`config.mk`:
```
export PLATFORM = sky130hd
export DESIGN_NAME = serial_adder
export DESIGN_NICKNAME = d
export VERILOG_FILES = /design/src/rtl/serial_adder_pkg.sv /design/src/rtl/fa_cell.sv /design/src/rtl/serial_adder.sv
export SDC_FILE = /design/constraint.sdc
export NUM_CORES = 1
export LEC_CHECK = 0
export ABC_CLOCK_PERIOD_IN_PS = 1100
export CAP_MARGIN = 25
export CORE_ASPECT_RATIO = 0.8
export CORE_UTILIZATION = 42
export DETAILED_ROUTE_END_ITERATION = 6
export GPL_ROUTABILITY_DRIVEN = 1
export PLACE_DENSITY_LB_ADDON = 0.05
export SYNTH_ARGS = -nofsm -noshare
export SYNTH_HDL_FRONTEND = slang
export SYNTH_HIERARCHICAL = 1
export SYNTH_SLANG_ARGS = --single-unit
export TNS_END_PERCENT = 20
```
`constraint.sdc`:
```
create_clock -name clk_i -period 1.1 [get_ports clk_i]
set_input_delay 0.22 -clock clk_i [delete_from_list [all_inputs] [get_ports clk_i]]
set_output_delay 0.22 -clock clk_i [all_outputs]
set_load 0.02 [all_outputs]
```
`src/rtl/serial_adder_pkg.sv`:
```
// Shared types and constants for the bit-serial adder.
// Used by serial_adder and its full-adder cell.
package serial_adder_pkg;

  typedef enum logic [1:0] {
    ST_IDLE = 2'd0,
    ST_RUN  = 2'd1,
    ST_DONE = 2'd2
  } state_e;

  localparam logic OP_ADD = 1'b0;
  localparam logic OP_SUB = 1'b1;

  // Bit count needed to index 0..value-1; a WIDTH of 1 still gets a 1-bit counter.
  function automatic int clog2_min1(input int value);
    int w;
    w = 0;
    while ((1 << w) < value) w++;
    if (w < 1) w = 1;
    return w;
  endfunction

endpackage

```
`src/rtl/fa_cell.sv`:
```
// Single-bit full adder, purely combinational.
// The serial adder reuses this one cell for every bit position.
module fa_cell (
  input  logic a_i,
  input  logic b_i,
  input  logic ci_i,
  output logic s_o,
  output logic co_o
);

  assign s_o  = a_i ^ b_i ^ ci_i;
  assign co_o = (a_i & b_i) | (a_i & ci_i) | (b_i & ci_i);

endmodule

```
`src/rtl/serial_adder.sv`:
```
// Bit-serial adder/subtractor: one full-adder cell, LSB first, start/busy/done handshake.
// Define SERIAL_ADDER_OVF_EN to add the signed-overflow output ovf_o.
//
// state   | meaning
// IDLE    | waiting for start; operands latched on the accepting edge
// RUN     | one result bit per clock, WIDTH cycles
// DONE    | one-cycle done pulse, then back to IDLE
module serial_adder
  import serial_adder_pkg::*;
#(
  parameter int WIDTH = 4
) (
  input  logic             clk_i,
  input  logic             rst_i,
  input  logic             start_i,
  input  logic             sub_i,
  input  logic [WIDTH-1:0] a_i,
  input  logic [WIDTH-1:0] b_i,
  input  logic             cin_i,
  output logic             busy_o,
  output logic             done_o,
  output logic [WIDTH-1:0] sum_o,
  output logic             cout_o
`ifdef SERIAL_ADDER_OVF_EN
  ,
  output logic             ovf_o
`endif
);

  localparam int CNT_W = clog2_min1(WIDTH);
  localparam logic [CNT_W-1:0] CNT_LAST = CNT_W'(WIDTH - 1);

  state_e state_q, state_d;

  logic [WIDTH-1:0] a_sh_q, a_sh_d;
  logic [WIDTH-1:0] b_sh_q, b_sh_d;
  logic [WIDTH-1:0] sum_q, sum_d;
  logic [CNT_W-1:0] cnt_q, cnt_d;
  logic             carry_q, carry_d;
  logic             cout_q, cout_d;

  logic fa_s;
  logic fa_co;
  logic last_bit;
  logic accept;

  fa_cell u_fa_cell (
    .a_i  (a_sh_q[0]),
    .b_i  (b_sh_q[0]),
    .ci_i (carry_q),
    .s_o  (fa_s),
    .co_o (fa_co)
  );

  assign accept   = (state_q == ST_IDLE) && start_i;
  assign last_bit = (state_q == ST_RUN) && (cnt_q == CNT_LAST);

  // FSM: state register
  always_ff @(posedge clk_i) begin
    if (rst_i) begin
      state_q <= ST_IDLE;
    end else begin
      state_q <= state_d;
    end
  end

  // FSM: next state
  always_comb begin
    state_d = state_q;
    case (state_q)
      ST_IDLE: if (start_i) state_d = ST_RUN;
      ST_RUN:  if (cnt_q == CNT_LAST) state_d = ST_DONE;
      ST_DONE: state_d = ST_IDLE;
      default: state_d = ST_IDLE;
    endcase
  end

  // FSM: outputs
  always_comb begin
    busy_o = 1'b0;
    done_o = 1'b0;
    case (state_q)
      ST_RUN:  busy_o = 1'b1;
      ST_DONE: done_o = 1'b1;
      default: ;
    endcase
  end

  // Datapath next-state: load on accept, shift one bit per RUN cycle.
  always_comb begin
    a_sh_d  = a_sh_q;
    b_sh_d  = b_sh_q;
    sum_d   = sum_q;
    cnt_d   = cnt_q;
    carry_d = carry_q;
    cout_d  = cout_q;
    if (accept) begin
      a_sh_d  = a_i;
      b_sh_d  = (sub_i == OP_SUB) ? ~b_i : b_i;
      carry_d = (sub_i == OP_ADD) ? cin_i : 1'b1;
      cnt_d   = '0;
    end else if (state_q == ST_RUN) begin
      a_sh_d            = a_sh_q >> 1;
      b_sh_d            = b_sh_q >> 1;
      sum_d             = sum_q >> 1;
      sum_d[WIDTH-1]    = fa_s;
      carry_d           = fa_co;
      cnt_d             = cnt_q + CNT_W'(1);
      if (last_bit) begin
        cout_d = fa_co;
      end
    end
  end

  always_ff @(posedge clk_i) begin
    if (rst_i) begin
      a_sh_q  <= '0;
      b_sh_q  <= '0;
      sum_q   <= '0;
      cnt_q   <= '0;
      carry_q <= 1'b0;
      cout_q  <= 1'b0;
    end else begin
      a_sh_q  <= a_sh_d;
      b_sh_q  <= b_sh_d;
      sum_q   <= sum_d;
      cnt_q   <= cnt_d;
      carry_q <= carry_d;
      cout_q  <= cout_d;
    end
  end

  assign sum_o  = sum_q;
  assign cout_o = cout_q;

`ifdef SERIAL_ADDER_OVF_EN
  // On the last bit carry_q is the carry into the MSB and fa_co the carry out of it.
  logic ovf_q, ovf_d;

  always_comb begin
    ovf_d = ovf_q;
    if (last_bit) begin
      ovf_d = carry_q ^ fa_co;
    end
  end

  always_ff @(posedge clk_i) begin
    if (rst_i) begin
      ovf_q <= 1'b0;
    end else begin
      ovf_q <= ovf_d;
    end
  end

  assign ovf_o = ovf_q;
`else
  // Default build: no overflow output and no carry-history register.
`endif

endmodule

```
* After elaboration in Yosys (flattened, before gate mapping) *
Cells that the tools add are included.
W data, S select, Z words.

storage, ports and cells
  register bits = 18
  input bits = 13
  output and inout port bits = 7
  logic and storage cells = 43

cells by class
  $add $sub $neg = 1
  eq/ne operators = 5
  muxes and demuxes = 13
  bitwise logic cells = 9
  reductions and logical operators = 8

operator list
  operator               count
  $mux W4                5
  $mux W1                5
  $eq A2 B2 Y1 const B   2
  $mux W2                2
  $ne A2 B2 Y1 const B   2
  $not A4 Y4             1
  $pmux W2 S2            1
  $reduce_and A2 Y1      2
  $and A1 B1 Y1          3
  $reduce_and A3 Y1      1
  $add A2 B1 Y2 const B  1
  $eq A2 B1 Y1 const B   1
  $logic_and A1 B1 Y1    2
  $logic_not A2 Y1       1
  $or A1 B1 Y1           2
  $reduce_bool A2 Y1     1
  $reduce_or A2 Y1       1
  $xor A1 B1 Y1          2
  $not A1 Y1             1

* Depth between registers and ports, before layout *
Gate-level depths: netlist of the first run.

  word-level depth = 5
  depth in mapped cells = 5
  gate-level depth less buffers = 4

* Hierarchy *
The synthesis of the first run kept the hierarchy.

by module, submodules not included
  module        times used  cells each  area an instance (µm²)  seq. area each (µm²)
  serial_adder  1           89          789.5                   360.3
  fa_cell       1           1           20.0                    0.0

* Least setup slack after synthesis of the first run *
No wires, ideal clock.

  path kind = register to register
  start point = register state_q[0]
  end point = register a_sh_q[0]
  library setup time = 0.132 ns
  arrival time = 1.129 ns
  required time = 0.968 ns
  slack = -0.161 ns
  cell stages (with the launch flop) = 6
  buffers on the path = 1
  clock period less this slack = 1.261 ns
  cells stage by stage = dfxtp_1 buf_2 nand2b_1 clkinv_1 a22oi_1 a21oi_1

between the ends
  longest elaborated chain between the ends = 3
  elaborated cells on any way between the ends = 5
  classes of those cells = eq/ne (1); mux (1); reduce/logical (3)

RTL lines
  item                                                  line                 RTL
  start: declaration                                    serial_adder.sv:33   state_e state_q, state_d;
  start signal: assignment                              serial_adder.sv:63   state_q <= state_d;
  $logic_not A2 Y1                                      serial_adder.sv:55   assign accept = (state_q == ST_IDLE) && start_i;
  $logic_and A1 B1 Y1                                   serial_adder.sv:55
  $mux W4 / $reduce_bool A2 Y1 (equally long branches)  -
  end signal: assignment                                serial_adder.sv:124  a_sh_q <= a_sh_d;
  end: declaration                                      serial_adder.sv:35   logic [WIDTH-1:0] a_sh_q, a_sh_d;

Parallel ways exist; a longest one is shown, timed or not.
A chain may end at the register's enable or synchronous reset.

* Final worst setup path of the first run *
  start point = register state_q[1]
  end point = output busy_o

between the ends
  longest elaborated chain between the ends = 2

RTL lines
  item              line                RTL
  $eq A2 B1 Y1      serial_adder.sv:82  case (state_q)
  $mux W1           serial_adder.sv:82
  end: declaration  serial_adder.sv:20  output logic busy_o,

No other way between the ends.

==> results.toml, run 1 <==
[critical_path]
cp-start-kind = "flop"
arrival_ns = 1.01
critPathKind = "flop to output port"
required_ns = 0.88
crit_fanout = 3
endpoint_kind = "output port"

[global_routing]
grt_pass1_vias = 621
antenna_found_initial = 0
grt_pass1_wl_mm = 2.78
grt-ovfl-total = 0
grt_max_degree = 17
grt.total_usage_pct = 19.3

[logic_synthesis]
synth_edf_count = 0
syn_area_sq_um = 810
ys_seq_area_share_pct = 44.5
synth_warnings = 6
async_flop_share_pct = 0
synthXorXnorAreaFrac_pct = 5.41
syn_inst = 90
yosys.area_share.simple_pct = 23.6
synth_area_leader_cell = "dfxtp_1"
synth_seq_cells = 18
syn_nets = 105
synth_cell_types = 28
synth.most_common_cell = "dfxtp_1"
synthFlopType = "dfxtp_1"
synth_compound_area_share_pct = 16.1
syn_avg_cell_area_sq_um = 8.99
synth_top_family_by_area = "simple AND/OR/NAND/NOR gates"
synth_fa_ha_area_share_pct = 4.02
muxShareOfSynthArea_pct = 2.47
netlist.area_leader.share_pct = 44.5
synth_area_leaders = "dfxtp_1 45%, nand2_1 6.0%, a21oi_1 5.6%"
ys_top_cells_by_count = "18 x dfxtp_1, 13 x nand2_1, 9 x a21oi_1, 7 x nor2_1"

[clock_tree]
cts_setup_buffers = 0
clockBufferDepth = 2
cts_buffers = 3
cts_root_buffer = "clkbuf_4"
cts.sinks = 18
clkSlewWorstSetupHoldPaths_ns = 0.10
cts_tree = "built"
insertion_delay_ns = 0.29
htree_levels = 1
holdBufCountCts = 0

[timing]
rsz0062_at_grt = "yes"
setup_tns_ns = -1.09
fmax_ghz = 0.815
report.final.slew_viol_count = 0
worst_pin_slew_ns = 0.284
slew_headroom_pct = 81.0
skew_ns = 0.00533
layout_setup_ws_ns = -0.127
period_share_pct = 112
final-setup-viol-count = 15
min_period_ns = 1.23
finalHoldViolCount = 0

[drt]
vias = 733
avgViaCountPerCell = 5.20
first_pass_iters = 4
drc = 0
drt-total-wl_mm = 1.75
antenna_left = 0
initialDrtViolationCount = 8
routedWlPerCell_um = 12.4

[floorplan]
initial_core_util_pct = 47.4
die_h_um = 41.3
fp-row-count = 13
design.die.area_sq_um = 2110
ios = 20
core_area_sq_um = 1710
die_w_um = 51.1

[place]
place_area_sq_um = 1100
place_congestion = 0.771
port_buffers = 19
hpwl_mm = 1.29

[run_status]
violations = "negative setup slack"
status = "complete, but fails checks"

[cells_and_area]
nets = 136
post-route-cell-area_sq_um = 1130
syn2layout_area_growth_pct = 40.2
fillers = 160
diodes = 0
drive_gt1_share_pct = 31.9
post-route-util_pct = 66.4
seqCellArea_sq_um = 364
multi_input_area_sq_um = 450

[hold_path]
hold_path.class = "flop to flop"

[power_and_ir_drop]
irDropWorstVdd_uv = 791
totalPowerFinal_mw = 1.32
p_per_area_nw_per_um2 = 1160
p_leak_nw = 0.500

[flow_run]
drv_cap = 0
-- sequential cells by signal, indices dropped and copies added (netlist names) --
name	cells
carry_q	1
sum_o	4
b_sh_q	4
a_sh_q	4
cnt_q	2
cout_o	1
state_q	2
-- kinds of logic (layout without fill, tap and decap cells) --
group	Yosys count	count (layout)
xor+xnor	5	5
mux	2	2
compound gates	20	20
simple gates	36	36
buf+inv	7	36
fa+ha+maj	2	2
flops	18	18
-- final cells by class --
class | instances | area share [%]
Sequential cell | 18 | 32.1
Inverter | 1 | 0.441
Timing Repair Buffer | 32 | 23.4
Clock buffer | 3 | 1.98
Tap cell | 22 | 2.43
Multi-Input combinational cell | 65 | 39.7
-- power breakdown --
part           switching, mW  internal, mW  leakage, nW
Combinational          0.129         0.148        0.338
Clock                  0.202         0.128       0.0138
Sequential            0.0221         0.690        0.148
Total                  0.353         0.965        0.500
-- cells in the final DEF, fill, tap and decap left out, types with 2 or more instances in the layout --
master / count
buf_2: 6
clkdlybuf4s50_1: 11
mux2i_1: 2
dfxtp_2: 3
a211o_1: 3
clkbuf_4: 3
buf_6: 3
o21ai_0: 2
nand2_1: 13
and3_1: 3
nor2_1: 6
nand2b_1: 2
nand3_1: 2
a21oi_1: 8
xnor2_1: 4
buf_4: 11
nor3_2: 4
dfxtp_1: 15
-- metrics by stage --
| step | cells | hold slack [ns] | worst slack, ns |
|---|---|---|---|
| after floorplan | 90 | 0.356 | -0.00633 |
| after global placement | 138 | 0.434 | -0.475 |
| after detailed placement | 138 | 0.445 | -0.492 |
| after CTS | 141 | 0.466 | -0.145 |
| after global routing | 141 | 0.480 | -0.186 |
| final | 141 | 0.465 | -0.127 |
-- metal layers --
layer	part of all wire [%]	track usage [%]
met4	1.1	6.25
met5	0	0
met1	48	23.5
met2	45	31.9
met3	5.8	7.78
-- final timing paths --
path                                 start   endpoint  slack (ns)  cells past startpoint
worst max-delay path            state_q[1]     busy_o       -0.13                      3
worst min-delay path              sum_o[0]   sum_o[0]        0.47                      2
worst max register to register  state_q[0]  b_sh_q[0]       -0.13                      4
worst min register to register    sum_o[0]   sum_o[0]        0.47                      2
-- what timing repair did --
item,4_1_cts,5_1_grt
resized for setup,39,3
pin swaps,5,1
endpoints found under the setup margin,20,16
-- critical path: stages, from the launching register on --
cell and delay (ns):
dfxtp_2 0.34, nand2b_1 0.17, clkinv_2 0.06, buf_2 0.15
Note: power is estimated with default switching activity, not from simulation.
==> run 2: changes to the inputs <==
- ABC_CLOCK_PERIOD_IN_PS: 1100 -> 1510
- CORE_UTILIZATION: 42 -> 45
- clock period: 1.1 -> 1.51 ns (I/O delays scaled with it)
==> run 2 against run 1 <==
Against the previous run:
- the flow now finishes without violations
- non-clock buffer count fell by 2
- clock skew fell by 0.0036 ns
- die area fell by 6.4%
- flip-flop and latch count did not move
- hold slack got worse by 0.0086 ns
- clock power fell by 10%
- critical endpoint is now done_o
- largest power group unchanged
- highest routed layer unchanged
==> results.toml, run 2 (synthesis gave the netlist of run 1 again) <==
[critical_path]
path_depth = 2
cp_num_buf_inv = 1
required_ns = 1.21
critPathTopFamily = "flip-flops"
path_cells = "nor2b_1 > dlygate4sd2_1"
max_stage_delay_ns = 0.35
crit_slowest_cell = "dfxtp_1"
reg2regPathDepth = 4
crit_fanout = 3
arrival_ns = 1.11
endpoint_kind = "output port"
cp-start-kind = "flop"
critPathKind = "flop to output port"

[timing]
skew_ns = 0.00173
layout_setup_ws_ns = 0.0984
rsz0062_at_grt = "no"
fmax_ghz = 0.708
final-setup-viol-count = 0
slew_headroom_pct = 78.0
min_period_ns = 1.41
worst_pin_slew_ns = 0.330
report.final.slew_viol_count = 0
period_share_pct = 93.5
finalHoldViolCount = 0

[global_routing]
grt_max_degree = 11
grt.total_usage_pct = 19.7
antenna_found_initial = 0
grt-ovfl-total = 0
grt_pass1_wl_mm = 2.75
grt_pass1_vias = 630

[floorplan]
fp-row-count = 13
design.die.area_sq_um = 1970
initial_core_util_pct = 48.8
ios = 20
die_h_um = 39.9
core_area_sq_um = 1660
die_w_um = 49.4

[power_and_ir_drop]
p_leak_nw = 0.498
p_per_area_nw_per_um2 = 901
totalPowerFinal_uw = 997
irDropWorstVdd_uv = 575

[clock_tree]
clockBufferDepth = 2
cts_buffers = 3
cts_setup_buffers = 0
clkSlewWorstSetupHoldPaths_ns = 0.10
htree_levels = 1
cts.sinks = 18
cts_root_buffer = "clkbuf_4"
insertion_delay_ns = 0.30
cts_tree = "built"

[cells_and_area]
drive_gt1_share_pct = 17.8
post-route-cell-area_sq_um = 1110
fillers = 140
post-route-util_pct = 66.7
syn2layout_area_growth_pct = 36.6
final_cell_mix = "18 x dfxtp_1, 13 x nand2_1, 12 x clkdlybuf4s50_1"
final_common_cell = "dfxtp_1"
diodes = 0
nets = 134
stdcell_count = 140

[drt]
drt-total-wl_mm = 1.63
initialDrtViolationCount = 7
drc = 0
avgViaCountPerCell = 5.05
first_pass_iters = 3
routedWlPerCell_um = 11.6
vias = 707
antenna_left = 0

[place]
pre_cts_slack_ns = -0.177
place_area_sq_um = 1080
dp_cells = 136
place_congestion = 0.760
port_buffers = 19
hpwl_mm = 1.25

[hold_path]
hold_path.class = "flop to flop"
holdPathStages = 2

[flow_run]
drv_cap = 0

[run_status]
status = "finished, final reports clean"
## run 2: report_power, final
group	leakage [nW]	total, mW	switching [mW]	internal, mW
combinational	0.330	0.182	0.0856	0.0968
sequential	0.147	0.517	0.0159	0.501
clock	0.0210	0.297	0.150	0.147
total	0.498	0.997	0.252	0.745
## run 2: worst register-to-register path: cells and delay by family, from the launching register on
family	cells	cell delay (ns)
compound gates	1	0.12
simple gates	2	0.73
flops	1	0.33
buf+inv	1	0.15
## run 2: final timing paths
path               from        end  slack [ns]
max          state_q[1]     done_o         0.1
min            sum_o[0]   sum_o[0]        0.46
max reg2reg  state_q[1]  b_sh_q[1]        0.13
min reg2reg    sum_o[0]   sum_o[0]        0.46
## run 2: metrics by stage
step | setup TNS (ns) | hold slack (ns)
after floorplan | 0 | 0.427
after global placement | -0.925 | 0.439
after global routing | 0 | 0.496
after CTS | 0 | 0.459
final | 0 | 0.456
after detailed placement | -1.18 | 0.447
## run 2: routing by layer
metal  routed length [um]  share of wire (%)  track usage, %  up-vias
met1                  765                 47            23.3      325
li1                     -                  -               -      364
met2                  768                 47            34.9       14
met3                   70                4.3            5.68        4
met5                    0                  0               0        -
met4                   25                1.5            8.57        0
## run 2: final cells by class
type                            count  area [sq um]  area share, %
Timing Repair Buffer               30           260           23.5
Tap cell                           22          27.5           2.49
Multi-Input combinational cell     65           418           37.8
Clock buffer                        4          36.3           3.28
Sequential cell                    18           360           32.6
Inverter                            1          3.75          0.339
## run 2: what timing repair did
item                                    in CTS  in global routing
pin swaps                                    0                  0
endpoints found under the setup margin       7                  1
gates resized for setup                      7                  2
hold endpoints to repair                     0                  0
hold buffers                                 0                  0
==> run 3: changes to the inputs <==
- DONT_BUFFER_PORTS: not set -> 1
==> run 3 against run 2 <==
Against the previous run:
- fmax shrank 0.89%
- hold slack lost 0.39 ns
- core utilization shrank 14 points
- critical endpoint is now busy_o
- first-iteration DRC count shrank 71%
- total power shrank 6.5%
==> results.toml, run 3 (synthesis gave the netlist of run 1 again) <==
[run_status]
status = "finished, final reports clean"

[clock_tree]
cts_tree = "built"
clkSlewWorstSetupHoldPaths_ns = 0.10
htree_levels = 1
cts_root_buffer = "clkbuf_4"
cts_setup_buffers = 0
clockBufferDepth = 2
cts.sinks = 18
insertion_delay_ns = 0.29
cts_buffers = 3

[power_and_ir_drop]
irDropWorstVdd_uv = 685
seqPwrFrac_pct = 56.1
p_per_area_nw_per_um2 = 1060
comb_power_share_pct = 12.5
sw_frac_of_total_pct = 24.5
internal_power_uw = 704
switchingPower_uw = 228
totalPowerFinal_uw = 932
pwr-share-clk_pct = 31.4
p_leak_nw = 0.367

[cells_and_area]
final_common_cell = "dfxtp_1"
diodes = 0
nets = 108
stdcell_count = 114
fillers = 175
syn2layout_area_growth_pct = 8.81
drive_gt1_share_pct = 17.4
post-route-cell-area_sq_um = 881
final_cell_mix = "17 x dfxtp_1, 13 x nand2_1, 9 x a21oi_1"

[place]
place_area_sq_um = 840
dp_cells = 110
place_congestion = 0.757
port_buffers = 0
hpwl_mm = 1.13

[critical_path]
path_cells = "nand2b_1 > clkinv_2 > buf_4"
reg2reg_to = "b_sh_q[2]"
critPathTopFamily = "flip-flops"
arrival_ns = 1.12
max_stage_delay_ns = 0.38
r2r-start = "state_q[1]"
crit_fanout = 7
cp-start-kind = "flop"
endpoint_kind = "output port"
required_ns = 1.21
cp_num_buf_inv = 2
reg2regPathDepth = 3
crit_slowest_cell = "dfxtp_2"
critPathKind = "flop to output port"
regToRegSetupSlack_ns = 0.24

[global_routing]
grt_pass1_vias = 547
gr-usage-met3_pct = 9.09
grt_max_degree = 20
grt_use_met1_pct = 21.6
top_usage_layer = "met2"
antenna_found_initial = 0
grt-ovfl-total = 0
grt_pass1_wl_mm = 2.44
met2_usage_pct = 27.4
grt.total_usage_pct = 17.5

[drt]
antenna_left = 0
drc = 0
drt-total-wl_mm = 1.50
initialDrtViolationCount = 2
avgViaCountPerCell = 5.37
vias = 612
first_pass_iters = 3
routedWlPerCell_um = 13.2

[floorplan]
initial_core_util_pct = 48.8
design.die.area_sq_um = 1970
die_w_um = 49.4
ios = 20
fp-row-count = 13
core_area_sq_um = 1660
die_h_um = 39.9

[timing]
slew_headroom_pct = 75.9
period_share_pct = 94.3
fmax_ghz = 0.702
worst_pin_slew_ns = 0.362
whs_ns = 0.0632
final-setup-viol-count = 0
min_period_ns = 1.42
report.final.slew_viol_count = 0
rsz0062_at_grt = "no"
setup_tns_ns = 0
finalHoldViolCount = 0
skew_ns = 0.00236

[flow_run]
drv_cap = 0

[hold_path]
holdPathEnd = "state_q[1]"
holdPathStages = 1
hp-start = "rst_i"
hold_path.class = "primary input to flop"
[run 3: changes by cell type in the layout (fill, tap and decap cells not counted)]
cell and change:
nor2b_1 -1, clkinv_1 -1, dfxtp_1 -1, clkdlybuf4s50_1 -12
dlygate4sd2_1 -6, buf_4 -7, nor2b_2 +1, clkbuf_2 -1
clkinv_2 +1, dfxtp_2 +1
[run 3: cell type report]
| class | count | area [sq um] | share of cell area (%) |
|---|---|---|---|
| well taps | 22 | 27.5 | 3.12 |
| flip-flops and latches | 18 | 362 | 41.1 |
| clock buffers | 4 | 36.3 | 4.12 |
| inverters | 1 | 5.00 | 0.568 |
| multi-input cells | 65 | 420 | 47.7 |
| repair buffers | 4 | 30.0 | 3.41 |
[run 3: repair_timing]
| item | in CTS | in global routing |
|---|---|---|
| setup endpoints to repair | 1 | 1 |
| hold buffers | 0 | 0 |
| gates resized for setup | 2 | 1 |
[run 3: worst max-delay path by stage]
stage                          start         to  slack (ns)  depth (start not counted)
final                     state_q[1]     busy_o        0.09                          3
after detailed placement  state_q[1]  b_sh_q[2]        0.22                          3
after global placement    state_q[1]  b_sh_q[2]        0.24                          3
after CTS                 state_q[0]     done_o       0.006                          2
after global routing      state_q[1]     busy_o      0.0002                          3
after floorplan           state_q[0]  a_sh_q[0]        0.25                          5
[run 3: worst register-to-register path, cell delays in order (launching register included)]
cell	delay, ns
dfxtp_2	0.36
or3b_1	0.55
nor3_2	0.21
a211o_1	0.11
[run 3: routing by layer]
| metal | part of all wire (%) | wire length, um |
|---|---|---|
| met4 | 0.60 | 9 |
| met2 | 44 | 667 |
| met3 | 5.0 | 75 |
| met5 | 0 | 0 |
| met1 | 50 | 748 |
[run 3: power groups by stage]
stage               Sequential (mW)  Combinational (mW)  Clock [mW]
floorplan                     0.528               0.102           0
global placement              0.534               0.116           0
detailed placement            0.534               0.117           0
CTS                           0.523               0.119       0.315
global route                  0.525               0.135       0.321
finish                        0.523               0.117       0.292
[run 3: per-stage QoR]
stage,util [%],worst slack (ns)
6_report,53.1,0.0857
5_1_grt,53.1,0.000189
4_1_cts,52.9,0.00602
3_5_place_dp,50.6,0.220
3_3_place_gp,50.6,0.245
2_1_floorplan,-,0.249
